## src/rtl/elastic_fifo_inner_occ_if.sv

```systemverilog
// Handshake bundle for elastic_fifo_inner_occ.
//   ins/ins_valid/ins_ready    : write side (producer -> FIFO)
//   outs/outs_valid/outs_ready : read side (FIFO -> consumer)
// The master modport is the environment that drives the FIFO.
// The slave modport is the FIFO itself.
interface elastic_fifo_inner_occ_if #(
  parameter int DATA_TYPE = 32
);
  logic [DATA_TYPE-1:0] ins;
  logic                 ins_valid;
  logic                 ins_ready;
  logic [DATA_TYPE-1:0] outs;
  logic                 outs_valid;
  logic                 outs_ready;

  modport master (
    output ins, ins_valid, outs_ready,
    input  ins_ready, outs, outs_valid
  );

  modport slave (
    input  ins, ins_valid, outs_ready,
    output ins_ready, outs, outs_valid
  );
endinterface

```

## src/rtl/elastic_fifo_inner_occ.sv

```systemverilog
// Elastic FIFO with an occupancy counter. Any depth of 2 or more is
// supported; NUM_SLOTS does not have to be a power of two.
// Ports:
//   clk         : rising-edge clock
//   rst         : asynchronous active-low reset (0 = reset)
//   bus         : write and read handshakes (slave modport)
//   count       : current occupancy, 0..NUM_SLOTS
//   almost_full : count >= AFULL_LEVEL
// Full and empty are decoded from count. No separate flags are kept.
// A write into an empty FIFO becomes visible one cycle later. There is no
// bypass path from ins to outs.
module elastic_fifo_inner_occ #(
  parameter  int DATA_TYPE   = 32,
  parameter  int NUM_SLOTS   = 4,
  parameter  int AFULL_LEVEL = NUM_SLOTS - 1,
  localparam int CW          = $clog2(NUM_SLOTS + 1),
  localparam int PW          = ($clog2(NUM_SLOTS) < 1) ? 1 : $clog2(NUM_SLOTS)
) (
  input  logic                    clk,
  input  logic                    rst,
  elastic_fifo_inner_occ_if.slave bus,
  output logic [CW-1:0]           count,
  output logic                    almost_full
);

  // Stop elaboration when a parameter value is out of range.
  if (NUM_SLOTS < 2) begin : g_bad_depth
    $fatal(1, "elastic_fifo_inner_occ: NUM_SLOTS must be >= 2");
  end
  if (AFULL_LEVEL < 1 || AFULL_LEVEL > NUM_SLOTS) begin : g_bad_afull
    $fatal(1, "elastic_fifo_inner_occ: AFULL_LEVEL must be in 1..NUM_SLOTS");
  end
  if (DATA_TYPE < 1) begin : g_bad_width
    $fatal(1, "elastic_fifo_inner_occ: DATA_TYPE must be >= 1");
  end

  logic [DATA_TYPE-1:0] mem [NUM_SLOTS];
  logic [PW-1:0]        head;
  logic [PW-1:0]        tail;
  logic                 full;
  logic                 empty;
  logic                 write;
  logic                 read;

  assign full  = (count == CW'(NUM_SLOTS));
  assign empty = (count == '0);

  // A full FIFO can still accept a write when the head leaves in the same
  // cycle.
  assign bus.ins_ready  = ~full | bus.outs_ready;
  assign bus.outs_valid = ~empty;
  assign bus.outs       = mem[head];
  assign almost_full    = (count >= CW'(AFULL_LEVEL));

  assign write = bus.ins_valid & bus.ins_ready;
  assign read  = bus.outs_valid & bus.outs_ready;

  // Wrap by explicit compare. This keeps the pointer correct when
  // NUM_SLOTS is not a power of two.
  function automatic logic [PW-1:0] ptr_next(input logic [PW-1:0] ptr);
    ptr_next = (ptr == PW'(NUM_SLOTS - 1)) ? '0 : ptr + PW'(1);
  endfunction

  // Storage is not reset. After reset, head == tail and count == 0, so no
  // stale entry can ever be presented as valid.
  always_ff @(posedge clk) begin
    if (write) begin
      mem[tail] <= bus.ins;
    end
  end

  always_ff @(posedge clk or negedge rst) begin
    if (!rst) begin
      head  <= '0;
      tail  <= '0;
      count <= '0;
    end else begin
      if (write) begin
        tail <= ptr_next(tail);
      end
      if (read) begin
        head <= ptr_next(head);
      end
      unique case ({write, read})
        2'b10:   count <= count + CW'(1);
        2'b01:   count <= count - CW'(1);
        default: count <= count;
      endcase
    end
  end

endmodule

```

## src/flat_wrapper.sv

```systemverilog
// flat-port wrapper written by rule: the top's interface ports become plain ports
module elastic_fifo_inner_occ_flat 
#(
  parameter  int DATA_TYPE   = 32,
  parameter  int NUM_SLOTS   = 4,
  parameter  int AFULL_LEVEL = NUM_SLOTS - 1,
  localparam int CW          = $clog2(NUM_SLOTS + 1),
  localparam int PW          = ($clog2(NUM_SLOTS) < 1) ? 1 : $clog2(NUM_SLOTS)
)
  (clk, rst, count, almost_full, bus_ins, bus_ins_valid, bus_outs_ready, bus_ins_ready, bus_outs, bus_outs_valid);
  elastic_fifo_inner_occ_if #(.DATA_TYPE(DATA_TYPE)) bus_i ();
  input  logic clk;
  input  logic rst;
  output logic [CW-1:0] count;
  output logic almost_full;
  input wire logic [$bits(bus_i.ins)-1:0] bus_ins;
  input wire logic [$bits(bus_i.ins_valid)-1:0] bus_ins_valid;
  input wire logic [$bits(bus_i.outs_ready)-1:0] bus_outs_ready;
  output wire logic [$bits(bus_i.ins_ready)-1:0] bus_ins_ready;
  output wire logic [$bits(bus_i.outs)-1:0] bus_outs;
  output wire logic [$bits(bus_i.outs_valid)-1:0] bus_outs_valid;
  assign bus_i.ins = bus_ins;
  assign bus_i.ins_valid = bus_ins_valid;
  assign bus_i.outs_ready = bus_outs_ready;
  assign bus_ins_ready = bus_i.ins_ready;
  assign bus_outs = bus_i.outs;
  assign bus_outs_valid = bus_i.outs_valid;
  elastic_fifo_inner_occ #(.DATA_TYPE(DATA_TYPE), .NUM_SLOTS(NUM_SLOTS), .AFULL_LEVEL(AFULL_LEVEL)) u_core (.clk(clk), .rst(rst), .bus(bus_i), .count(count), .almost_full(almost_full));
endmodule
```

## config.mk

```make
export PLATFORM = sky130hd
export DESIGN_NAME = elastic_fifo_inner_occ_flat
export DESIGN_NICKNAME = d
export VERILOG_FILES = /design/src/rtl/elastic_fifo_inner_occ_if.sv /design/src/rtl/elastic_fifo_inner_occ.sv /design/src/flat_wrapper.sv
export SDC_FILE = /design/constraint.sdc
export NUM_CORES = 1
export LEC_CHECK = 0
export BUFFER_PORTS_ARGS = -buffer_cell sky130_fd_sc_hd__buf_2
export CORE_MARGIN = 1
export CORE_UTILIZATION = 59
export CTS_BUF_LIST = sky130_fd_sc_hd__clkbuf_4 sky130_fd_sc_hd__clkbuf_8
export CTS_CLUSTER_DIAMETER = 30
export CTS_CLUSTER_SIZE = 25
export DETAILED_ROUTE_END_ITERATION = 6
export GPL_TIMING_DRIVEN = 0
export PLACE_DENSITY = 0.91
export SYNTH_ARGS = -nofsm -noshare
export SYNTH_HDL_FRONTEND = slang
export SYNTH_SLANG_ARGS = --single-unit
```

## constraint.sdc

```tcl
create_clock -name clk -period 3.04 [get_ports clk]
set_input_delay 0 -clock clk [delete_from_list [all_inputs] [get_ports clk]]
set_output_delay 0 -clock clk [all_outputs]
set_load 0.1 [all_outputs]
```

==> Yosys cells after proc, flatten, opt, wreduce, memory -nomap -nowiden <==
Memory sizes are Yosys's and may differ from the RTL's.
Cells that the tools add are included.
{ "classes": {"n_addsub": 4, "magnitude_cmp": 1, "eq_ne": 5, "n_mux": 5, "bitwise": 5, "reduce_logical": 2} }
{ "ops": {"columns": ["op", "count"], "rows": [
  ["$eq 2x2->1 const B", 3],
  ["$pmux 3 s2", 1],
  ["$add 2x1->2 const B", 2],
  ["$mux 2", 2],
  ["$add 3x1->3 const B", 1],
  ["$eq 3x3->1 const B", 1],
  ["$ge 3x2->1 const B", 1],
  ["$logic_not 3->1", 1],
  ["$sub 3x1->3 const B", 1],
  ["$and 1x1->1", 2],
  ["$eq 2x1->1 const B", 1],
  ["$mux 1", 2],
  ["$not 1->1", 2],
  ["$reduce_bool 2->1", 1],
  ["$or 1x1->1", 1]
]} }
{ "word_totals": {"register_bits": 7, "mem_bits_rw": 128, "wordCells": 26, "mem_count": 1} }
{ "mem_list": {"columns": ["memory", "depth", "width", "rd", "rd_ports_with_merged_regs", "write_ports", "line_no", "source"], "rows": [
  ["u_core.mem", 4, 32, 1, 0, 1, "elastic_fifo_inner_occ.sv:37", "logic [DATA_TYPE-1:0] mem [NUM_SLOTS];"]
]} }

==> Depth between registers and ports, before layout <==
{ "depth": {"depth_word": 6, "ltp_mapped": 10, "mapped_depth_nobuf": 9} }

==> Worst setup path after synthesis <==
Ideal clock, no wire load.
{ "synth_timing": {"path_kind": "register to register", "from": "register u_core.count[0]", "to": "register u_core.count[2]", "setup_ps": 163, "t_arrival_ps": 3007, "required_time_ps": 2877, "setup_slack_ps": -130, "stages_incl_launch_ff": 10, "path_buffers": 0, "path_cell_list": "dfrtp_1 > or3_1 > nand2_1 > inv_1 > ha_1 > inv_1 > fa_1 > xor2_1 > nor2_1 > xor2_1"} }
{ "synth_lines": {"columns": ["element", "line_no", "source"], "rows": [
  ["start, declared", "elastic_fifo_inner_occ.sv:22", "output logic [CW-1:0] count,"],
  ["start signal, assigned", "elastic_fifo_inner_occ.sv:85", "2'b10: count <= count + CW'(1);"],
  ["start signal, assigned", "elastic_fifo_inner_occ.sv:86", "2'b01: count <= count - CW'(1);"],
  ["start signal, assigned", "elastic_fifo_inner_occ.sv:87", "default: count <= count;"],
  ["$logic_not 3->1 (*)", "elastic_fifo_inner_occ.sv:46", "assign empty = (count == '0);"],
  ["$not 1->1 (*)", "elastic_fifo_inner_occ.sv:51", "assign bus.outs_valid = ~empty;"],
  ["via bus_outs_valid", "flat_wrapper.sv:21", "output wire logic [$bits(bus_i.outs_valid)-1:0] bus_outs_valid;"],
  ["$and 1x1->1 (*)", "elastic_fifo_inner_occ.sv:56", "assign read = bus.outs_valid & bus.outs_ready;"],
  ["via u_core.read", "elastic_fifo_inner_occ.sv:43", "logic read;"],
  ["$eq 2x1->1 / $eq 2x2->1 (equally long branches)", "elastic_fifo_inner_occ.sv:84", "unique case ({write, read})"],
  ["$pmux 3 s2 / $reduce_bool 2->1 (equally long branches)", null, null]
]} }
The timed path passes the listed nets; every way through them passes the cells marked *.
A chain may end at the register's enable or synchronous reset.

==> Worst setup path in the final report <==
{ "layout_timing": {"from": "register u_core.count[0]", "to": "register u_core.count[2]"} }
{ "layout_via": {"elab_chain_len": 6} }
{ "layout_lines": {"columns": ["element", "line_no", "source"], "rows": [
  ["$eq 3x3->1", "elastic_fifo_inner_occ.sv:45", "assign full = (count == CW'(NUM_SLOTS));"],
  ["$not 1->1", "elastic_fifo_inner_occ.sv:50", "assign bus.ins_ready = ~full | bus.outs_ready;"],
  ["$or 1x1->1", "elastic_fifo_inner_occ.sv:50", null],
  ["$and 1x1->1", "elastic_fifo_inner_occ.sv:55", "assign write = bus.ins_valid & bus.ins_ready;"],
  ["$eq 2x1->1 / $eq 2x2->1 (equally long branches)", "elastic_fifo_inner_occ.sv:84", null],
  ["$pmux 3 s2 / $reduce_bool 2->1 (equally long branches)", null, null]
]} }
Parallel ways exist; a longest one is shown, timed or not.

==> flow_summary.json <==
{
  "outcome": "completed",
  "synth.most_common_cell": "edfxtp_1",
  "fillCellCount": 475,
  "setup-violations-final": 0,
  "wl_per_cell_um": 18.4,
  "maxCapViolations": 0,
  "cts_root_buf": "clkbuf_8",
  "ant_nets": 0,
  "finClkSkew_ps": 9.24,
  "maxSlewViolCount": 0,
  "core_mm2": 0.00826,
  "ys_seq_area_share_pct": 79.4,
  "arrival_ps": 2850,
  "slowest_stage": "or4b_1",
  "io_buffers": 73,
  "grt_max_degree": 33,
  "ios": 74,
  "grt_first_pass_wirelength_um": 13100,
  "die-area_mm2": 0.00896,
  "synth_cells": 212,
  "fp.dieH_um": 94.6,
  "cp_data_required_time_ps": 3370,
  "ys_types": 22,
  "antenna_found_initial": 0,
  "hold_violations": 0,
  "syn-cell-area_mm2": 0.00506,
  "viasPerCell": 5.49,
  "crit_fanout": 8,
  "clkTransAtPathRegs_ps": 70,
  "start_util_pct": 61.3,
  "grt.total_usage_pct": 21.1,
  "cts_buffers": 17,
  "n_antenna_cell": 0,
  "grt_pass1_vias": 2642,
  "initialDrtViolationCount": 106,
  "die_x_um": 94.6,
  "synthTopCellsByArea": "edfxtp_1 (76%), mux4_2 (14%), dfrtp_1 (3.5%)",
  "cts_setup_buffers": 0,
  "ys_async_sr_fraction_pct": 5.19,
  "syn_to_final_growth_pct": 25.9,
  "crit_type": "reg -> reg",
  "routabilityCongestion": 0.723,
  "drc": 0,
  "synth_nets": 255,
  "synth_warnings": 0,
  "overflow": 0,
  "synth_edf_count": 128,
  "rsz0062_at_grt": "no",
  "max_stage_delay_ps": 530,
  "nNetsFinal": 383,
  "syn_avg_cell_area_um2": 23.9,
  "holdCritPathClass": "in -> reg",
  "htree_levels": 4,
  "worstSetupStartpointType": "register",
  "yosysTopAreaCell": "edfxtp_1",
  "multiInputGateArea_um2": 981,
  "drive_gt1_share_pct": 43.8,
  "cts.path.max_buffers": 2,
  "clock_latency_ps": 410,
  "max_freq_mhz": 398,
  "worstMarginPinSlew_ps": 847,
  "cts_tree": "built",
  "dp_hpwl_um": 4830,
  "synthFlopType": "edfxtp_1",
  "synth_common_cells": "edfxtp_1 (128), mux4_2 (32), dfrtp_1 (7), inv_1 (7), ha_1 (6)",
  "num_rows": 33,
  "fin_setup_tns_ps": 0,
  "crit_chain": "or4b_1, buf_2, and2_4, inv_1, ha_1, inv_1, fa_1, xor2_1, nor2_1, xor2_1",
  "seqCellArea_mm2": 0.00402,
  "vias": 2507,
  "layout_min_cycle_time_ps": 2510,
  "cp-end-kind": "register",
  "relSlewSlack_pct": 43.5,
  "first_pass_iters": 5,
  "yosys.area.top_type_share_pct": 75.9,
  "cts_sinks": 135,
  "drt_wl_total_um": 8430,
  "post-route-period-util_pct": 82.7,
  "ys_seq_elements": 135
}
## state kept, by name, summed over array words and instances (netlist names)
| signal | cells |
|---|---|
| u_core.count | 3 |
| u_core.tail | 2 |
| u_core.mem | 128 |
| u_core.head | 2 |
## timing repair
item                                    4_1_cts  5_1_grt
endpoints found under the setup margin        0        0
endpoints found under the hold margin       139        0
hold buffers                                 36        0
resized for setup                             0        0
## final cells by class
type / instances / area share, %
sequential: 135 / 63.1
multi-input combinational: 61 / 15.4
timing repair buffer: 109 / 11.4
clock buffer: 18 / 3.79
clock inverter: 13 / 3.20
tap: 105 / 2.06
buffer: 9 / 0.687
inverter: 7 / 0.412
## worst paths after layout
| check | from | endpoint | slack [ps] | depth (start not counted) |
|---|---|---|---|---|
| max | u_core.count[0] | u_core.count[2] | 530 | 10 |
| min | bus_ins[31] | u_core.mem[3][31] | 330 | 2 |
| max reg2reg | u_core.count[0] | u_core.count[2] | 530 | 10 |
| min reg2reg | u_core.count[2] | u_core.count[2] | 520 | 1 |
| max in group asynchronous | rst | u_core.count[0] | 2230 | 3 |
| min in group asynchronous | rst | u_core.tail[1] | 540 | 3 |
## per-stage QoR
step	area [um^2]	hold WS (ps)	util, %	setup slack (ps)	cells
floorplan	5070	-296	-	46.3	212
global placement	5560	-159	67.4	533	390
detailed placement	5570	-157	67.4	591	390
CTS	6370	307	77.2	549	457
global route	6370	300	77.2	436	457
finish	6370	330	77.2	527	457
## routing by layer
metal	global-route usage [%]	wire length, um
met2	35.5	4490
met1	25.9	3430
met4	7.70	68
met5	0	0
met3	6.52	431
## critical path: cells and delay by family, from the launching register on
family                     cells  cell delay (ps)
buffers and inverters          3              290
xor gates and xnor gates       2              320
and+or+nand+nor                3              830
adders and majority gates      2              540
DFF                            1              450
## kinds of logic after synthesis
group / Yosys count / share of synthesized area [%]
flip-flops: 135 / 79.4
buffers and inverters: 16 / 1.38
AND/OR/NAND/NOR: 13 / 1.48
AO/OA/AOI/OAI: 3 / 0.494
adder cells (fa/ha/maj): 7 / 1.88
XOR/XNOR: 3 / 0.519
multiplexers: 35 / 14.9
## cells in the final DEF (no fill, tap or decap), types with 2 or more instances in the layout
master	instances
and3_2	4
o21ai_2	2
dlygate4sd3_1	36
clkinv_2	4
inv_1	7
bufinv_16	5
xor2_1	2
dfrtp_1	5
dfrtp_2	2
nor2_1	3
mux4_2	32
ha_1	6
clkinv_4	2
clkbuf_1	3
edfxtp_1	128
nand3_1	2
clkbuf_8	17
buf_2	78
mux2_2	2
Power is left out: the tool's default activity adds up to more than one toggle a clock period on the data nets, which glitch-free logic cannot reach.
